`src/rtl/cpu_pkg.sv`:
```
// Shared core types: the decoded control/field bundle carried from decode to execute.
package cpu_pkg;

    typedef struct packed {
        logic        AorF;
        logic        RegWrite;
        logic [1:0]  MemtoReg;
        logic [1:0]  ALUSrcs;
        logic        ALUSrcs2;
        logic [3:0]  ALUOp;
        logic [1:0]  RegDist;
        logic [1:0]  Branch;
        logic        MemWrite;
        logic        MemRead;
        logic        UARTtoReg;
        logic        RegtoUART;
        logic [4:0]  rs;
        logic [4:0]  rt;
        logic [4:0]  rd;
        logic [4:0]  sa;
        logic [15:0] immediate;
        logic [25:0] inst_index;
    } ctrl_t;

    localparam int CTRL_W = $bits(ctrl_t);

endpackage

```
`src/rtl/issue_queue_ram.sv`:
```
// Issue queue storage: one write port, one asynchronous read port, cleared on reset.
module issue_queue_ram #(
    parameter int DEPTH = 4,
    parameter int WIDTH = 8,
    parameter int AW    = $clog2(DEPTH)
) (
    input  logic             CLK,
    input  logic             reset,
    input  logic             wr_en,
    input  logic [AW-1:0]    wr_addr,
    input  logic [WIDTH-1:0] wr_data,
    input  logic [AW-1:0]    rd_addr,
    output logic [WIDTH-1:0] rd_data
);

    logic [WIDTH-1:0] mem [DEPTH];

    always_ff @(posedge CLK or posedge reset) begin
        if (reset) begin
            for (int i = 0; i < DEPTH; i++) begin
                mem[i] <= '0;
            end
        end else if (wr_en) begin
            mem[wr_addr] <= wr_data;
        end
    end

    assign rd_data = mem[rd_addr];

endmodule

```
`src/rtl/issue_queue.sv`:
```
// Decoded-instruction queue between decode and execute: in-order show-ahead FIFO with
// registered back-pressure, branch flush and a sticky overflow flag.
module issue_queue
    import cpu_pkg::*;
#(
    parameter int INST_MEM_WIDTH = 15,
    parameter int DEPTH          = 4
) (
    input  logic                      CLK,
    input  logic                      reset,
    input  logic                      distinct,
    input  ctrl_t                     in_ctrl,
    input  logic [INST_MEM_WIDTH-1:0] in_pc,
    input  logic [INST_MEM_WIDTH-1:0] in_pc1,
    input  logic                      flush,
    output logic                      full,
    input  logic                      issue_ready,
    output logic                      issue_valid,
    output ctrl_t                     issue_ctrl,
    output logic [INST_MEM_WIDTH-1:0] issue_pc,
    output logic [INST_MEM_WIDTH-1:0] issue_pc1,
    output logic [$clog2(DEPTH):0]    count,
    output logic                      overflow_err
);

    localparam int AW = $clog2(DEPTH);
    localparam int CW = AW + 1;
    localparam int EW = CTRL_W + 2 * INST_MEM_WIDTH;
    localparam logic [CW-1:0] DEPTH_C   = CW'(DEPTH);
    localparam logic [CW-1:0] FULL_THR  = CW'(DEPTH - 1);

    logic [AW-1:0] wr_ptr;
    logic [AW-1:0] rd_ptr;
    logic [CW-1:0] next_count;
    logic          push;
    logic          pop;
    logic          drop;
    logic [EW-1:0] rd_data;

    assign issue_valid = (count != '0);

    // Flush wins over everything; a full queue still accepts a push when the head leaves.
    always_comb begin
        pop        = issue_valid && issue_ready && !flush;
        push       = distinct && !flush && ((count < DEPTH_C) || pop);
        drop       = distinct && !flush && (count == DEPTH_C) && !pop;
        next_count = count;
        if (flush) begin
            next_count = '0;
        end else if (push && !pop) begin
            next_count = count + CW'(1);
        end else if (pop && !push) begin
            next_count = count - CW'(1);
        end
    end

    // full looks one entry ahead so decode's already-held bundle still has a slot.
    always_ff @(posedge CLK or posedge reset) begin
        if (reset) begin
            wr_ptr       <= '0;
            rd_ptr       <= '0;
            count        <= '0;
            full         <= 1'b0;
            overflow_err <= 1'b0;
        end else begin
            if (flush) begin
                wr_ptr <= '0;
                rd_ptr <= '0;
            end else begin
                if (push) wr_ptr <= wr_ptr + AW'(1);
                if (pop)  rd_ptr <= rd_ptr + AW'(1);
            end
            count <= next_count;
            full  <= (next_count >= FULL_THR);
            if (drop) overflow_err <= 1'b1;
        end
    end

    issue_queue_ram #(
        .DEPTH (DEPTH),
        .WIDTH (EW),
        .AW    (AW)
    ) u_ram (
        .CLK     (CLK),
        .reset   (reset),
        .wr_en   (push),
        .wr_addr (wr_ptr),
        .wr_data ({in_ctrl, in_pc, in_pc1}),
        .rd_addr (rd_ptr),
        .rd_data (rd_data)
    );

    assign {issue_ctrl, issue_pc, issue_pc1} = rd_data;

endmodule

```
`config.mk`:
```
export PLATFORM = sky130hd
export DESIGN_NAME = issue_queue
export DESIGN_NICKNAME = d
export VERILOG_FILES = /design/src/rtl/cpu_pkg.sv /design/src/rtl/issue_queue_ram.sv /design/src/rtl/issue_queue.sv
export SDC_FILE = /design/constraint.sdc
export NUM_CORES = 1
export LEC_CHECK = 0
export CORE_ASPECT_RATIO = 2
export CORE_MARGIN = 8
export CORE_UTILIZATION = 50
export CTS_CLUSTER_DIAMETER = 30
export DETAILED_ROUTE_END_ITERATION = 12
export PLACE_DENSITY = 0.76
export RECOVER_POWER = 100
export SYNTH_ARGS = -nofsm -noshare
export SYNTH_HDL_FRONTEND = slang
export SYNTH_SLANG_ARGS = --single-unit
```
`constraint.sdc`:
```
create_clock -name CLK -period 15.6 [get_ports CLK]
set_input_delay 2.34 -clock CLK [delete_from_list [all_inputs] [get_ports CLK]]
set_output_delay 2.34 -clock CLK [all_outputs]
set_load 0.01 [all_outputs]
```
=== Word level (Yosys, flattened, before mapping) ===
Index checks and enable logic that the tools add are counted.

* Bits of input ports: 116
* Output and inout bits: 117
* Flip-flop bits (word level): 453
* Logic and storage cells: 50

* Eq/ne operators: 1
* Reduce and logical (&&, ||, !) cells: 16
* $lt $le $gt $ge: 5
* Add/sub/neg operators: 4
* Bitwise operators: 2
* Mux-type cells: 13

{| class="wikitable"
|+ Operator list
! cell !! number
|-
| $bwmux 444 || 1
|-
| $mux 111 || 3
|-
| $bmux 111 s2 || 1
|-
| $demux 111 s2 || 1
|-
| $logic_and 1x1->1 || 9
|-
| $mux 3 || 3
|-
| $mux 2 || 4
|-
| $ge 3x3->1 const B || 2
|-
| $not 2->3 || 2
|-
| $add 2x1->2 const B || 2
|-
| $reduce_bool 2->1 || 2
|-
| $add 3x1->3 const B || 1
|-
| $eq 3x3->1 const B || 1
|-
| $ge 3x2->1 const B || 1
|-
| $logic_not 1->1 || 3
|-
| $lt 3x1->1 const B || 1
|-
| $lt 3x3->1 const B || 1
|-
| $reduce_bool 3->1 || 1
|-
| $sub 3x1->3 const B || 1
|-
| $logic_or 1x1->1 || 1
|}

=== Longest topological paths before layout ===
Gate-level depths: netlist of the first run.

* Depth after elaboration: 11
* Gate-level depth with buffers: 7
* Depth with buffers taken out: 7

=== Hierarchy ===
A second synthesis of the first run with hierarchy kept.

* Cell total of the unflattened synthesis: 1134
* Area total of the unflattened synthesis: 19696.4 µm²

{| class="wikitable"
|+ By module, submodules not included
! module !! sequential area each (µm²) !! instances !! area an instance (µm²) !! cells each
|-
| issue_queue_ram || 11110.7 || 1 || 19132.1 || 1076
|-
| issue_queue || 225.2 || 1 || 564.3 || 58
|}

=== Least setup slack after synthesis of the first run ===
No wires, ideal clock.

* Path kind: reg-to-output
* Start: register rd_ptr[0]
* End: output issue_ctrl[10] in the netlist's numbering
* Data required time: 13.260 ns
* Setup slack: 11.668 ns
* Cell stages (with the launch flop): 4
* Arrival: 1.592 ns
* Path buffers: 2
* Path through: dfrtp_1 > clkbuf_1 > buf_1 > mux4_2

{| class="wikitable"
|+ RTL lines
! what !! RTL line !! text
|-
| start, declared || issue_queue.sv:33 || <nowiki>logic [AW-1:0] rd_ptr;</nowiki>
|-
| start signal, assigned || issue_queue.sv:71 || <nowiki>if (pop) rd_ptr <= rd_ptr + AW'(1);</nowiki>
|-
| end, declared || issue_queue.sv:19 || <nowiki>output ctrl_t issue_ctrl,</nowiki>
|}

==> key figures, run 1 <==
Clock tree
  – H-tree depth: 2
  – Setup Fix Bufs, Post-CTS: 0
  – Clk sinks: around 450
  – CTS Buf Count: 53
  – Hold_buf cts: 0
  – Max Root-Sink Buffers: 3
  – CTS tree: built
  – CTS clk-pin slew, worst paths: 60 ps
  – Clock Tree Root: clkbuf_16
  – Worst-skew pair later-pin latency: 570 ps
  – Post-cts sizing count: 0

Die
  – Core area: ~39000 um2
  – Rows: 102
  – Die width: 156 um
  – Initial Util: 0.506
  – Die area: 46100 um2
  – Die Y: about 300 um
  – Top-Level Pins: 233

Critical path
  – Worst Path Max Fanout: 45
  – Critical Path Start Type: flip-flop
  – WP buf/inv: 2
  – Crit Path Category: flip-flop to output port
  – CP Capture Type: output port
  – Crit-path cells: clkbuf_1, mux4_2, dlygate4sd3_1
  – Slowest-stage cell, CP: clkbuf_1
  – Slowest stage delay, CP: 2840 ps
  – FF-to-FF path depth: 5
  – CP required: 13260 ps
  – Cell family with most CP delay: buffers and inverters
  – Levels on crit path: 3
  – Worst r2r dst: u_ram.mem[120]
  – R2R Setup Slk: around 9000 ps
  – Reg-to-Reg Start: count[2]
  – WP data arrival: about 6200 ps

Drt
  – First DRT Iteration DRCs: roughly 360
  – DR pass1 iterations: 4
  – Remaining DRCs: 0
  – Drt total wl: around 43000 um
  – Vias/cell: 5.60
  – Vias: between 10000 and 15000
  – Routed Antenna Nets: 0
  – Routed len/inst: 22.5 um

GRT
  – Vias in the first global route: 12500
  – Largest net degree at the start of global routing: 173
  – Aggregate global routing overflow: 0
  – Initial antenna violation count: 6
  – GRT Util Overall: 0.197
  – First-pass GRT wire length: 70900 um

Placement
  – Post-Place Cell Area: 22300 um2
  – GPL Wtd Cong: 0.765
  – I/O Buffers: 232
  – Place WS: 9950 ps
  – Hpwl dp: between 20000 and 30000 um

Synth
  – Top FF cell, synth: dfrtp_1
  – Async S/R FF share, synth: 1.00
  – Top area cells in the synthesized netlist: dfrtp_1 (58%), mux2_1 (21%), mux4_2 (13%)
  – Synthesized area: 19600 um2
  – Count leader, synth: dfrtp_1
  – Post-synth EDFFs: 0
  – Avg Cell Area, Syn: 17.2 um2
  – Seq/Total Area, Yosys: 0.579
  – Leading cell types by count after synthesis: dfrtp_1 (453), mux2_1 (360), mux4_2 (111)
  – Post-synth top area share: 0.579
  – Yosys warning count: 0
  – Area leader, netlist: dfrtp_1
  – Syn Inst Count: between 1000 and 1500
  – #FFs+latches synth: approximately 450
  – Synth unique cells: 28
  – Syn Nets: 1263

Power and ir drop
  – Pwr dens: roughly 180 nW/um2
  – Flop pwr share: 0.416
  – P_int: 3.20 mW
  – P_leak: between 10 and 15 nW
  – Clk pwr share: 0.288
  – Logic pwr share: 0.296
  – Net Switching: ~1.3 mW
  – Max IR drop VDD: around 0.12 mV
  – Sw Share: 0.282
  – Total power draw: 4.46 mW

Min path
  – Worst hold path endpoint: u_ram.mem[238]
  – Worst Min Path Start: u_ram.mem[238]
  – Hold depth: 1
  – Worst hold path class: flip-flop to flip-flop

STA
  – Endpoints failing setup: 0
  – Final Slew Violations: between 700 and 800
  – Final Hold Viols: 0
  – Minimum clock period: 8500 ps
  – Post-route setup TNS: 0 ps
  – Setup Skew: 13.1 ps
  – Setup slack after layout: 7100 ps
  – Period Utilization, post-route: 0.545
  – Slew headroom: -2.86
  – RSZ-0062 raised after global routing: no
  – Fin Hold WS: 483 ps
  – Fmax: 118 MHz
  – Slew @ Worst Pin: 5780 ps

Run
  – MaxCap Viol Count: 14

Finish
  – Layout cell share with drive strength beyond 1: 0.211
  – Final non-filler cell area: 24100 um2
  – Synth-to-Final Area Change: 23.3%
  – Layout Nets: ~1500
  – Fillers: 2840

Outcome
  – Failing checks: capacitance limit, slew limit
  – Status: complete, but fails checks
## final cells by class
class | instances | area [um2] | share of cell area
Sequential cell | 453 | 11300 | 0.470
Multi-Input combinational cell | 605 | 7850 | 0.325
Timing Repair Buffer | 244 | 2390 | 0.0991
Clock buffer | 63 | 1470 | 0.0608
Tap cell | 520 | 651 | 0.0270
Clock inverter | 36 | 408 | 0.0169
Inverter | 6 | 23.8 | 0.000985
Antenna cell | 4 | 10.0 | 0.000415
## state kept, by name (all words and copies together) (netlist names)
signal        flops
count             3
full              1
overflow_err      1
rd_ptr            2
u_ram.mem       444
wr_ptr            2
## through the flow
stage                util  cells
floorplan               -   1140
global placement    0.577   1828
detailed placement  0.577   1828
CTS                 0.626   1927
global route        0.624   1931
finish              0.624   1931
## metal layers
metal / vias up / wire [um] / GRT usage
met5: - / 33 / 0
met4: 4 / 1190 / 0.0730
met3: 72 / 2040 / 0.0369
met2: 229 / 23300 / 0.351
met1: 5789 / 16800 / 0.232
li1: 4717 / - / -
## cells by family after synthesis
| group | share of synthesized area |
|---|---|
| flops | 0.579 |
| fa+ha+maj | 0.00448 |
| simple gates | 0.00742 |
| xor+xnor | 0.00134 |
| mux | 0.384 |
| buf+inv | 0.0194 |
| compound gates | 0.00371 |
## placed cells by master, fill, tap and decap left out, drive strengths merged, types with 2 or more instances in the layout
cell	n
a21oi	2
ha	7
clkbuf	72
mux4	111
nor2b	4
clkinvlp	7
and2	2
dlygate4sd3	115
buf	3
bufinv	5
o22ai	2
xor2	2
nand2	7
clkdlybuf4s50	117
clkinv	12
nand2b	4
nor2	8
diode	4
dfrtp	453
inv	18
mux2	445
## worst max path at each step
stage / startpoint / slack (ps) / endpoint
after floorplan: reset / 630 / count[0]
after global placement: distinct / 10010 / u_ram.mem[156]
after detailed placement: distinct / 9950 / u_ram.mem[129]
after CTS: rd_ptr[1] / 9840 / issue_pc[12]
after global routing: rd_ptr[0] / 6400 / issue_ctrl[76]
final: rd_ptr[0] / 7100 / issue_ctrl[62]
## power groups by stage
| stage | clock, mW | sequential, mW | combinational (mW) |
|---|---|---|---|
| final | 1.29 | 1.86 | 1.32 |
| after global routing | 1.37 | 1.91 | 1.44 |
| after CTS | 1.32 | 1.86 | 1.41 |
| after detailed placement | 0 | 1.88 | 1.40 |
| after global placement | 0 | 1.84 | 1.37 |
| after floorplan | 0 | 1.79 | 0.856 |
No activity file was read; power rests on OpenSTA's default activity.
==> run 2: changes to the inputs <==
==> constraint.sdc (replaced) <==
create_clock -name CLK -period 7.3 [get_ports CLK]
set_input_delay 1.095 -clock CLK [delete_from_list [all_inputs] [get_ports CLK]]
set_output_delay 1.095 -clock CLK [all_outputs]
set_load 0.01 [all_outputs]
==> run 2 against run 1 <==
  * The flow still finishes with violations (capacitance limit, slew limit)
  * Final area shrank 0.15%
  * Clock skew grew 0.92 ps
  * Largest power group unchanged
  * Non-clock buffer count grew 1
  * Die area is the same
  * Worst setup slack lost 5200 ps
  * Sequential power grew 110%
  * Critical path type unchanged
  * First-iteration DRC count grew 1.4%
  * Critical endpoint is now issue_ctrl[80]
  * Clock power grew 100%
==> key figures, run 2 (synthesized netlist as in run 1, its figures left out) <==
Outcome
  – Status: complete, but fails checks
  – Failing checks: capacitance limit, slew limit

Critical path
  – CP Capture Type: output port
  – Reg-to-Reg Start: count[2]
  – Slowest stage delay, CP: 1510 ps (-1330 ps)
  – Worst setup path start: rd_ptr[0]
  – WP buf/inv: 2 (unchanged)
  – Critical Path Start Type: flip-flop
  – CP required: 6200 ps (-7060 ps)
  – Cell family with most CP delay: buffers and inverters
  – WP data arrival: 4340 ps (-1820 ps)
  – FF-to-FF path depth: 5 (unchanged)
  – Slowest-stage cell, CP: clkbuf_1
  – Crit-path cells: clkbuf_1, mux4_2, dlygate4sd3_1
  – Worst Path Max Fanout: 23 (-49%)
  – Crit Path Category: flip-flop to output port
  – Levels on crit path: 3 (unchanged)

STA
  – Minimum clock period: 5430 ps
  – Final Slew Violations: 352 (-55%)
  – Fin Hold WS: 482 ps (-0.859 ps)
  – Period Utilization, post-route: 0.745
  – Setup Skew: 14.1 ps (+0.918 ps)
  – RSZ-0062 raised after global routing: no
  – Final Hold Viols: 0 (unchanged)
  – Slew headroom: -0.961 (+1.89)
  – Post-route setup TNS: 0 ps (unchanged)
  – Slew @ Worst Pin: 2940 ps (-2850 ps)
  – Endpoints failing setup: 0 (unchanged)
  – Fmax: roughly 180 MHz

Finish
  – Most flops, register: u_ram.mem
  – Commonest non-fill, non-tap cell in the layout: dfrtp_1
  – Top Registers: u_ram.mem (444), count (3)
  – Layout cell share with drive strength beyond 1: 0.217 (+0.00584)
  – Layout Nets: 1488 (+0.13%)
  – Fillers: 2873 (+1.2%)
  – Most frequent cells in the layout: dfrtp_1 (452), mux2_1 (360), dlygate4sd3_1 (117)
  – Synth-to-Final Area Change: 23.1%
  – Max reg flops: 444 (unchanged)
  – Fin cells: 1929 (-0.10%)
  – Final non-filler cell area: 24100 um2 (-0.15%)

Die
  – Die Y: 296 um (unchanged)
  – Die width: 156 um (unchanged)
  – Core area: 38700 um2 (unchanged)
  – Rows: 102 (unchanged)
  – Die area: 46100 um2 (unchanged)
  – Top-Level Pins: 233 (unchanged)
  – Initial Util: 0.506 (unchanged)

Clock tree
  – Setup Fix Bufs, Post-CTS: 0 (unchanged)
  – Clk sinks: 453 (unchanged)
  – Clock Tree Root: clkbuf_16
  – Max Root-Sink Buffers: 3 (unchanged)
  – Post-cts sizing count: 0 (unchanged)
  – Hold_buf cts: 0 (unchanged)
  – H-tree depth: 2 (unchanged)
  – CTS Buf Count: 54 (+1.9%)
  – Worst-skew pair later-pin latency: 560 ps (about the same)
  – CTS clk-pin slew, worst paths: 50 ps (about the same)
  – CTS tree: built

Drt
  – Remaining DRCs: 0 (unchanged)
  – Vias/cell: 5.55 (-0.93%)
  – Routed len/inst: 22.2 um (-0.98%)
  – First DRT Iteration DRCs: 363 (+1.4%)
  – Drt total wl: 42900 um (-1.1%)
  – DR pass1 iterations: 4 (unchanged)
  – Routed Antenna Nets: 0 (unchanged)
  – Vias: 10700 (-1.0%)

GRT
  – Largest net degree at the start of global routing: 184 (+6.4%)
  – Aggregate global routing overflow: 0 (unchanged)
  – Vias in the first global route: 12500 (-0.080%)
  – First-pass GRT wire length: 69500 um (-2.0%)
  – Initial antenna violation count: 3 (-3)
  – GRT Util Overall: 0.193 (-0.00400)

Power and ir drop
  – P_int: 6.71 mW (+110%)
  – Flop pwr share: 0.422 (+0.006)
  – Total power draw: 9.38 mW (+110%)
  – Sw Share: 0.285 (+0.00250)
  – P_leak: 10.5 nW (-0.16%)
  – Net Switching: 2.67 mW (+110%)
  – Max IR drop VDD: 0.259 mV (+120%)
  – Logic pwr share: 0.297 (about the same)
  – Pwr dens: 389 nW/um2 (+110%)
  – Clk pwr share: 0.280 (-0.008)

Run
  – MaxCap Viol Count: 8 (-6)

Placement
  – Post-Place Cell Area: 22300 um2 (about the same)
  – Hpwl dp: 26600 um (-0.46%)
  – GPL Wtd Cong: 0.695 (-9.1%)
  – Inst Count DP: 1829 (+0.055%)
  – I/O Buffers: 232 (unchanged)

Min path
  – Worst hold path class: flip-flop to flip-flop
  – Worst Min Path Start: u_ram.mem[109]
  – Hold depth: 1 (unchanged)
[run 2: changes by cell type in the layout (fill, tap and decap cells not counted), moves of 2 or more]
cell,delta
buf_4,+5
inv_6,-5
bufinv_16,-2
clkinvlp_4,+3
clkbuf_1,-6
clkinv_2,+4
dlygate4sd3_1,+2
clkdlybuf4s50_1,-2
[run 2: power groups by stage]
stage | logic (mW) | clock network, mW | registers, mW
floorplan | 1.83 | 0 | 3.82
global placement | 2.93 | 0 | 3.93
detailed placement | 2.99 | 0 | 4.01
CTS | 3.01 | 2.71 | 3.97
global route | 3.01 | 2.81 | 4.09
finish | 2.79 | 2.63 | 3.96
[run 2: final cells by class]
cell class | instances | area [um2] | share of cell area
well taps | 520 | 651 | 0.0270
inverters | 6 | 23.8 | 0.000987
diodes | 3 | 7.51 | 0.000312
clock buffers | 61 | 1450 | 0.0601
flip-flops and latches | 453 | 11300 | 0.471
repair buffers | 245 | 2430 | 0.101
multi-input cells | 605 | 7850 | 0.326
clock inverters | 36 | 344 | 0.0143
[run 2: stage by stage]
step	setup WS [ps]	util
2_1_floorplan	77.9	-
3_3_place_gp	2970	0.578
3_5_place_dp	2890	0.578
4_1_cts	2610	0.624
5_1_grt	1370	0.623
6_report	1870	0.623
[run 2: final timing paths]
check | slack (ps) | to
worst max-delay path | 1870 | issue_ctrl[80]
worst min-delay path | 480 | u_ram.mem[109]
worst max register to register | 2800 | u_ram.mem[439]
worst min register to register | 480 | u_ram.mem[109]
max in group asynchronous | 2820 | u_ram.mem[296]
min in group asynchronous | 1200 | u_ram.mem[385]
[run 2: layer usage]
| layer | vias up | track usage | routed length (um) |
|---|---|---|---|
| met1 | 5714 | 0.221 | 16600 |
| met5 | - | 0 | 0 |
| met2 | 210 | 0.352 | 23300 |
| li1 | 4703 | - | - |
| met3 | 72 | 0.0333 | 1850 |
| met4 | 0 | 0.0742 | 1220 |
